### config.mk
export PLATFORM = sky130hd
export DESIGN_NAME = passive_line_responder
export DESIGN_NICKNAME = d
export VERILOG_FILES = /design/src/rtl/passive_line_responder.sv
export SDC_FILE = /design/constraint.sdc
export NUM_CORES = 2
export LEC_CHECK = 0
export CAP_MARGIN = 20
export CORE_AREA = 2 2 378 380
export CTS_BUF_LIST = sky130_fd_sc_hd__clkbuf_4 sky130_fd_sc_hd__clkbuf_8
export DETAILED_ROUTE_END_ITERATION = 16
export DIE_AREA = 0 0 380 382
export SYNTH_ARGS = -nofsm -noshare
export SYNTH_HDL_FRONTEND = slang
export SYNTH_SLANG_ARGS = --single-unit
### constraint.sdc
create_clock -name ace_aclk -period 32.1 [get_ports ace_aclk]
set_clock_uncertainty 0.15 [all_clocks]
set_input_delay 4.815 -clock ace_aclk [delete_from_list [all_inputs] [get_ports ace_aclk]]
set_output_delay 4.815 -clock ace_aclk [all_outputs]
set_load 0.01 [all_outputs]
### src/rtl/passive_line_responder.sv
// passive_line_responder
// ACE-lite target holding one 64-byte cache line (4 x 128-bit beats) plus
// its tag. Serves wrap-ordered read bursts (AR/R/RACK) and strobed write
// bursts (AW/W/B/WACK). Only 4-beat bursts are legal; anything else is
// answered with SLVERR (zero data on reads, data still merged on writes).
// Optional feature macro: DEVIL_RESP_ERR_INJECT_EN (sticky B-channel
// SLVERR injection armed by i_err_inject while idle).
module passive_line_responder #(
    parameter int C_ACE_DATA_WIDTH = 128,
    parameter int C_ACE_ADDR_WIDTH = 44,
    parameter int C_DELAY_WIDTH    = 8
) (
    input  logic                          ace_aclk,
    input  logic                          ace_areset,
    input  logic [C_ACE_ADDR_WIDTH-1:0]   i_araddr,
    input  logic [7:0]                    i_arlen,
    input  logic                          i_arvalid,
    output logic                          o_arready,
    output logic [C_ACE_DATA_WIDTH-1:0]   o_rdata,
    output logic [3:0]                    o_rresp,
    output logic                          o_rlast,
    output logic                          o_rvalid,
    input  logic                          i_rready,
    input  logic                          i_rack,
    input  logic [C_ACE_ADDR_WIDTH-1:0]   i_awaddr,
    input  logic [7:0]                    i_awlen,
    input  logic                          i_awvalid,
    output logic                          o_awready,
    input  logic [C_ACE_DATA_WIDTH-1:0]   i_wdata,
    input  logic [C_ACE_DATA_WIDTH/8-1:0] i_wstrb,
    input  logic                          i_wlast,
    input  logic                          i_wvalid,
    output logic                          o_wready,
    output logic [1:0]                    o_bresp,
    output logic                          o_bvalid,
    input  logic                          i_bready,
    input  logic                          i_wack,
    input  logic [C_DELAY_WIDTH-1:0]      i_delay,
    input  logic                          i_err_inject,
    output logic [4*C_ACE_DATA_WIDTH-1:0] o_cache_line,
    output logic [C_ACE_ADDR_WIDTH-1:0]   o_line_addr,
    output logic                          o_busy
);

    localparam int DBW = C_ACE_DATA_WIDTH;
    localparam int AW  = C_ACE_ADDR_WIDTH;
    localparam int DW  = C_DELAY_WIDTH;

    localparam logic [3*DBW-1:0] BEATS3_ZERO = {(3*DBW){1'b0}};
    localparam logic [DBW-1:0]   BEAT_ZERO   = {DBW{1'b0}};
    localparam logic [DW-1:0]    DLY_ZERO    = {DW{1'b0}};
    localparam logic [DW-1:0]    DLY_ONE     = {{(DW-1){1'b0}}, 1'b1};

    typedef enum logic [2:0] {
        S_IDLE   = 3'd0,
        S_R_WAIT = 3'd1,
        S_R_DATA = 3'd2,
        S_R_ACK  = 3'd3,
        S_W_DATA = 3'd4,
        S_B_RESP = 3'd5,
        S_W_ACK  = 3'd6
    } state_e;

    // Byte-strobed merge of one write beat into an existing line beat.
    function automatic logic [DBW-1:0] merge_beat(input logic [DBW-1:0]   old_v,
                                                  input logic [DBW-1:0]   new_v,
                                                  input logic [DBW/8-1:0] strb);
        logic [DBW-1:0] res;
        res = old_v;
        for (int b = 0; b < DBW/8; b++) begin
            if (strb[b]) begin
                res[b*8 +: 8] = new_v[b*8 +: 8];
            end else begin
                res[b*8 +: 8] = old_v[b*8 +: 8];
            end
        end
        return res;
    endfunction

    state_e                 state_q, state_d;
    logic [3:0][DBW-1:0]    line_q, line_d;
    logic [AW-7:0]          tag_q, tag_d;
    logic                   valid_q, valid_d;
    logic [1:0]             idx_q, idx_d;
    logic [7:0]             len_q, len_d;
    logic [7:0]             cnt_q, cnt_d;
    logic [DW-1:0]          delay_q, delay_d;
    logic                   hit_q, hit_d;
    logic                   rerr_q, rerr_d;
    logic                   werr_q, werr_d;
    logic [DBW-1:0]         rdata_q, rdata_d;
    logic [3:0]             rresp_q, rresp_d;
    logic                   rlast_q, rlast_d;
    logic                   rvalid_q, rvalid_d;
    logic [1:0]             bresp_q, bresp_d;
    logic                   bvalid_q, bvalid_d;
    logic                   last_beat_s;
    logic                   inj_s;

`ifdef DEVIL_RESP_ERR_INJECT_EN
    logic inj_q, inj_d;

    // Sticky inject flag: armed while idle, consumed by the next B handshake.
    always_comb begin
        inj_d = inj_q;
        if (state_q == S_IDLE && i_err_inject) begin
            inj_d = 1'b1;
        end else if (state_q == S_B_RESP && i_bready) begin
            inj_d = 1'b0;
        end else begin
            inj_d = inj_q;
        end
    end

    // Inject flag register.
    always_ff @(posedge ace_aclk or posedge ace_areset) begin
        if (ace_areset) begin
            inj_q <= 1'b0;
        end else begin
            inj_q <= inj_d;
        end
    end

    assign inj_s = inj_q;

    logic unused_s;
    assign unused_s = ^{i_araddr[3:0], i_awaddr[3:0]};
`else
    assign inj_s = 1'b0;

    logic unused_s;
    assign unused_s = ^{i_araddr[3:0], i_awaddr[3:0], i_err_inject};
`endif

    // Next-state, line/tag update and next registered-output computation.
    always_comb begin
        state_d     = state_q;
        line_d      = line_q;
        tag_d       = tag_q;
        valid_d     = valid_q;
        idx_d       = idx_q;
        len_d       = len_q;
        cnt_d       = cnt_q;
        delay_d     = delay_q;
        hit_d       = hit_q;
        rerr_d      = rerr_q;
        werr_d      = werr_q;
        last_beat_s = (cnt_q == len_q);

        case (state_q)
            S_IDLE: begin
                // Write has priority; arready is already masked by awvalid.
                if (i_awvalid) begin
                    len_d  = i_awlen;
                    idx_d  = i_awaddr[5:4];
                    cnt_d  = 8'd0;
                    werr_d = (i_awlen != 8'd3);
                    tag_d  = i_awaddr[AW-1:6];
                    valid_d = 1'b1;
                    if (!(valid_q && (i_awaddr[AW-1:6] == tag_q))) begin
                        line_d = {BEATS3_ZERO, BEAT_ZERO};
                    end else begin
                        line_d = line_q;
                    end
                    state_d = S_W_DATA;
                end else if (i_arvalid) begin
                    len_d   = i_arlen;
                    idx_d   = i_araddr[5:4];
                    cnt_d   = 8'd0;
                    hit_d   = valid_q && (i_araddr[AW-1:6] == tag_q);
                    rerr_d  = (i_arlen != 8'd3);
                    delay_d = i_delay;
                    if (i_delay == DLY_ZERO) begin
                        state_d = S_R_DATA;
                    end else begin
                        state_d = S_R_WAIT;
                    end
                end else begin
                    state_d = S_IDLE;
                end
            end
            S_R_WAIT: begin
                // Leaving when the counter hits zero gives i_delay+1 cycles
                // from handshake to first visible rvalid.
                delay_d = delay_q - DLY_ONE;
                if (delay_q <= DLY_ONE) begin
                    state_d = S_R_DATA;
                end else begin
                    state_d = S_R_WAIT;
                end
            end
            S_R_DATA: begin
                if (i_rready) begin
                    cnt_d = cnt_q + 8'd1;
                    idx_d = idx_q + 2'd1;
                    if (last_beat_s) begin
                        state_d = S_R_ACK;
                    end else begin
                        state_d = S_R_DATA;
                    end
                end else begin
                    state_d = S_R_DATA;
                end
            end
            S_R_ACK: begin
                if (i_rack) begin
                    state_d = S_IDLE;
                end else begin
                    state_d = S_R_ACK;
                end
            end
            S_W_DATA: begin
                if (i_wvalid) begin
                    line_d[idx_q] = merge_beat(line_q[idx_q], i_wdata, i_wstrb);
                    idx_d = idx_q + 2'd1;
                    cnt_d = cnt_q + 8'd1;
                    if (i_wlast || last_beat_s) begin
                        werr_d  = werr_q | (i_wlast != last_beat_s);
                        state_d = S_B_RESP;
                    end else begin
                        state_d = S_W_DATA;
                    end
                end else begin
                    state_d = S_W_DATA;
                end
            end
            S_B_RESP: begin
                if (i_bready) begin
                    state_d = S_W_ACK;
                end else begin
                    state_d = S_B_RESP;
                end
            end
            S_W_ACK: begin
                if (i_wack) begin
                    state_d = S_IDLE;
                end else begin
                    state_d = S_W_ACK;
                end
            end
            default: begin
                state_d = S_IDLE;
            end
        endcase

        // Outputs are registered and derived from the next state so that
        // they line up with the state they describe.
        rvalid_d = (state_d == S_R_DATA);
        rlast_d  = rvalid_d && (cnt_d == len_d);
        if (rvalid_d && hit_d && !rerr_d) begin
            rdata_d = line_q[idx_d];
        end else begin
            rdata_d = BEAT_ZERO;
        end
        rresp_d  = (rvalid_d && rerr_d) ? 4'd2 : 4'd0;
        bvalid_d = (state_d == S_B_RESP);
        bresp_d  = (bvalid_d && (werr_d || inj_s)) ? 2'd2 : 2'd0;
    end

    // State, line storage and registered outputs.
    always_ff @(posedge ace_aclk or posedge ace_areset) begin
        if (ace_areset) begin
            state_q  <= S_IDLE;
            line_q   <= {BEATS3_ZERO, BEAT_ZERO};
            tag_q    <= {(AW-6){1'b0}};
            valid_q  <= 1'b0;
            idx_q    <= 2'd0;
            len_q    <= 8'd0;
            cnt_q    <= 8'd0;
            delay_q  <= DLY_ZERO;
            hit_q    <= 1'b0;
            rerr_q   <= 1'b0;
            werr_q   <= 1'b0;
            rdata_q  <= BEAT_ZERO;
            rresp_q  <= 4'd0;
            rlast_q  <= 1'b0;
            rvalid_q <= 1'b0;
            bresp_q  <= 2'd0;
            bvalid_q <= 1'b0;
        end else begin
            state_q  <= state_d;
            line_q   <= line_d;
            tag_q    <= tag_d;
            valid_q  <= valid_d;
            idx_q    <= idx_d;
            len_q    <= len_d;
            cnt_q    <= cnt_d;
            delay_q  <= delay_d;
            hit_q    <= hit_d;
            rerr_q   <= rerr_d;
            werr_q   <= werr_d;
            rdata_q  <= rdata_d;
            rresp_q  <= rresp_d;
            rlast_q  <= rlast_d;
            rvalid_q <= rvalid_d;
            bresp_q  <= bresp_d;
            bvalid_q <= bvalid_d;
        end
    end

    assign o_awready    = (state_q == S_IDLE);
    assign o_arready    = (state_q == S_IDLE) && !i_awvalid;
    assign o_wready     = (state_q == S_W_DATA);
    assign o_busy       = (state_q != S_IDLE);
    assign o_rdata      = rdata_q;
    assign o_rresp      = rresp_q;
    assign o_rlast      = rlast_q;
    assign o_rvalid     = rvalid_q;
    assign o_bresp      = bresp_q;
    assign o_bvalid     = bvalid_q;
    assign o_cache_line = line_q;
    assign o_line_addr  = {tag_q, 6'd0};

endmodule

==> run summary <==
The run gives 19.43% as the global routing usage summed across all routing layers. The primary flip-flop cell chosen by synthesis mapping is sky130_fd_sc_hd__dfrtp_1. Category of the worst setup path launch point: a primary input.

The number of different library cells used by synthesis comes to 68. The run gives 3 as the worst-case clock buffer depth. The cell count after synthesis came out at 2734.

Headroom to the max-slew limit came out at 25.96%. The top-level I/O count was 964. Number of warning messages in the yosys log: 0. The flow ran to the end, and the final reports show no timing, DRC or antenna violations. Signal arrival time at the worst endpoint: 6.10 ns. The sink count of the clock tree was 716. Leaving out fill and tap cells, the most frequent cell in the layout is sky130_fd_sc_hd__clkdlybuf4s50_1. The run gives 0 as the number of max-capacitance violations reported. Worst hold path class: reg -> reg.

The critical path required time was 27.13 ns; the area of the core region was 0.1409 mm². The most critical setup path has its startpoint at i_awvalid. The number of slew-limit violations in the final report was 0.

The number of global-route vias before repair was 29.24k. The via density per instance works out to 5.113. The worst hold path startpoint is valid_q. Worst hold slack after final layout: 0.3536 ns. The number of cells on the worst reg-to-reg path is 9. After clock tree synthesis, the setup repair step added 0 buffers. Setup repair after global routing left no endpoint under its margin. The cell depth of the worst hold path came out at 1. For hold timing, the worst endpoint is valid_q. The maximum vdd drop is 0.00007564 V. The number of standard-cell rows in the floorplan came out at 138.

The register-to-register setup slack was 26.74 ns; the total detailed-routing wirelength was 145100 µm. The total number of vias came out at 28.62k. The port buffer count is 944. In this run the critical register-to-register path is captured at o_rdata[59]. Clock period minus worst slack: 11.07 ns. Of all nets on the critical path, the largest fanout is 12. In this run the vertical extent of the chip is 382 µm.

The die boundary width was 380 µm. Routability-driven placement finished with a final weighted congestion of 0.8295. The maximum operating frequency is 90.36 MHz.

Relative to the synthesized area, the layout overhead comes to 39.80%. The count of endpoints failing setup in the final report was 0; the DRC violations left was 0. The floorplan step defined a die boundary enclosing 0.1452 mm². The final hold violation count was 0; the share of layout cells above drive strength 1 was 15.04%. The number of enable flip-flop cells after synthesis is 0, and the post-route cell area is 0.04926 mm².

Dividing total power by cell area gives a power density of 107.0 mW/mm². After routing, the total negative slack on setup checks comes to 0 ns. The mapped netlist covers 0.03523 mm². STA classifies the critical path endpoint as an output pin. The first global-routing pass estimated 212300 µm of wire.

For this run, the post-layout net count is 3874. For the initial antenna violation count, the log shows 10. The count of nets left with antenna violations after detail routing was 0. After global routing the overflow that remains totals 0. The effective utilization at floorplan is 25.01%, and the violation count after the first detailed-routing iteration is 2021. Clock tree synthesis inserted a total of 138 buffers. The clock insertion delay at the later pin of the skew report came out at 0.85 ns. After synthesis, flip-flops and latches occupy 50.85% of the total area.

The cell at the root of the clock tree was sky130_fd_sc_hd__clkbuf_8. Total power for the finished layout comes to 5.270 mW. After detailed placement, the total cell area comes to 0.04629 mm². In this run the critical register-to-register path is launched from state_q[2].

Of all flip-flops after synthesis, the portion carrying an async set or reset was 100.0%. The H-tree was split into 4 levels. In the finished design, the share of the clock period the worst path needs comes to 34.47%.

The first TritonRoute pass finished after 5 iterations. TritonCTS built the clock tree. Entering global routing, the biggest net connects 126 pins. After detailed routing, the average wire length per cell comes to 25.92 µm. The analysis attributes to cell leakage a power of 19.86 nW. The number of synthesized register bits was 716; the final-layout fill cell count was 14.03k. For the pin with the worst max-slew slack, the measured transition is 1.111 ns. After clock tree synthesis, the flow added hold-fix buffers numbering 0. The run gives 95380 µm as the HPWL after detailed placement. The tools report the post-cts gate resize count as 0. Mean cell area of the mapped netlist: 12.89 µm². In the layout the commonest cells are sky130_fd_sc_hd__clkdlybuf4s50_1, sky130_fd_sc_hd__dfrtp_1, sky130_fd_sc_hd__o2bb2ai_1, sky130_fd_sc_hd__mux2i_1, sky130_fd_sc_hd__clkbuf_8. The critical path class was in -> out.

The register clock-pin slew on the reported worst setup and hold paths is 0.06 ns.
[kinds of logic after synthesis]
logic type / share of synthesized area [%]
and+or+nand+nor: 6.016
muxes: 15.51
other: 0.01064
adders and majority gates: 0.2841
DFF: 50.85
buffers and inverters: 3.878
AOI/OAI and AO/OA: 21.21
xor gates and xnor gates: 2.237
[registers in the layout, indices dropped and copies added, names as in the netlist, 2 cells and up]
signal,flops
cnt_q,8
delay_q,8
idx_q,2
len_q,8
o_cache_line,512
o_rdata,128
state_q,3
tag_q,38
[layout make-up]
class	instances	area, µm²	area share (%)
timing repair buffer	991	9827	19.95
tap	1890	2365	4.801
clock buffer	214	2651	5.383
multi-input combinational	1729	16080	32.65
sequential	716	17920	36.39
clock inverter	24	286.5	0.5817
antenna	10	25.02	0.05080
inverter	23	95.09	0.1931
[cells in the mapped netlist (2+ instances only)]
master                        n  area [µm²]
sky130_fd_sc_hd__dfrtp_1    716       17920
sky130_fd_sc_hd__o2bb2ai_1  512        4484
sky130_fd_sc_hd__mux2i_1    257        2572
sky130_fd_sc_hd__clkbuf_1   173       649.4
sky130_fd_sc_hd__a211oi_1   149        1119
sky130_fd_sc_hd__nand2_1    134       503.0
sky130_fd_sc_hd__nor2b_1    131       819.5
sky130_fd_sc_hd__mux4_2     128        2883
sky130_fd_sc_hd__a211oi_2   108        1351
sky130_fd_sc_hd__xnor2_1     49       429.2
sky130_fd_sc_hd__xor2_1      41       359.1
sky130_fd_sc_hd__buf_1       33       123.9
sky130_fd_sc_hd__buf_2       29       145.1
sky130_fd_sc_hd__a21oi_1     23       115.1
sky130_fd_sc_hd__buf_4       22       165.2
sky130_fd_sc_hd__inv_1       22       82.58
sky130_fd_sc_hd__nor2_1      22       82.58
sky130_fd_sc_hd__nand3_1     20       100.1
sky130_fd_sc_hd__nor4_1      20       125.1
sky130_fd_sc_hd__nand4_1     17       106.4
sky130_fd_sc_hd__buf_6       16       180.2
sky130_fd_sc_hd__nand2b_1    11       68.82
sky130_fd_sc_hd__o22ai_1     11       68.82
sky130_fd_sc_hd__ha_1         8       100.1
sky130_fd_sc_hd__a31oi_1      5       31.28
sky130_fd_sc_hd__o21ai_0      5       25.02
sky130_fd_sc_hd__or2_2        5       31.28
sky130_fd_sc_hd__or3_1        5       31.28
sky130_fd_sc_hd__nor3_1       4       20.02
sky130_fd_sc_hd__o31ai_1      4       30.03
sky130_fd_sc_hd__a221o_1      3       30.03
sky130_fd_sc_hd__and4_1       3       26.28
sky130_fd_sc_hd__nor4bb_1     3       30.03
sky130_fd_sc_hd__or3b_2       3       26.28
sky130_fd_sc_hd__a211o_1      2       17.52
sky130_fd_sc_hd__a22o_1       2       17.52
sky130_fd_sc_hd__a311oi_1     2       17.52
sky130_fd_sc_hd__and3_1       2       12.51
sky130_fd_sc_hd__clkbuf_4     2       15.01
sky130_fd_sc_hd__nand4bb_1    2       22.52
sky130_fd_sc_hd__o21bai_1     2       15.01
sky130_fd_sc_hd__o221a_2      2       22.52
[per-layer routing]
metal  GRT usage (%)  wire length [µm]  vias to the layer above
met4           6.364              3775                        2
met5               0                13                        -
li1                -                 -                    12340
met2           31.73             70250                     1156
met3           5.567             10890                      192
met1           24.68             60160                    14930
[power by group]
group	switching [mW]	internal, mW	total (mW)
registers	0.404	1.22	1.62
logic	1.40	1.27	2.67
clock network	0.423	0.558	0.981
[metrics by stage]
step	setup WS (ns)	util, %	cells
finish	21.03	34.96	5597
global placement	21.05	32.86	5349
CTS	21.04	34.94	5587
floorplan	7.051	-	2743
global route	21.02	34.96	5597
detailed placement	21.05	32.86	5349
[how the worst max path moves through the flow]
stage	end	slack, ns	cells past startpoint
after floorplan	cnt_q[0]	7.05	1
after global placement	o_arready	21.05	4
after global routing	o_arready	21.02	4
final	o_arready	21.03	4
after detailed placement	o_arready	21.05	4
after CTS	o_arready	21.04	4
[worst max-delay path, stage by stage]
cell,delay [ns]
sky130_fd_sc_hd__clkdlybuf4s50_1,0.40
sky130_fd_sc_hd__buf_4,0.19
sky130_fd_sc_hd__nor2_1,0.13
sky130_fd_sc_hd__clkdlybuf4s50_1,0.55
No activity file was read; power rests on OpenSTA's default activity.
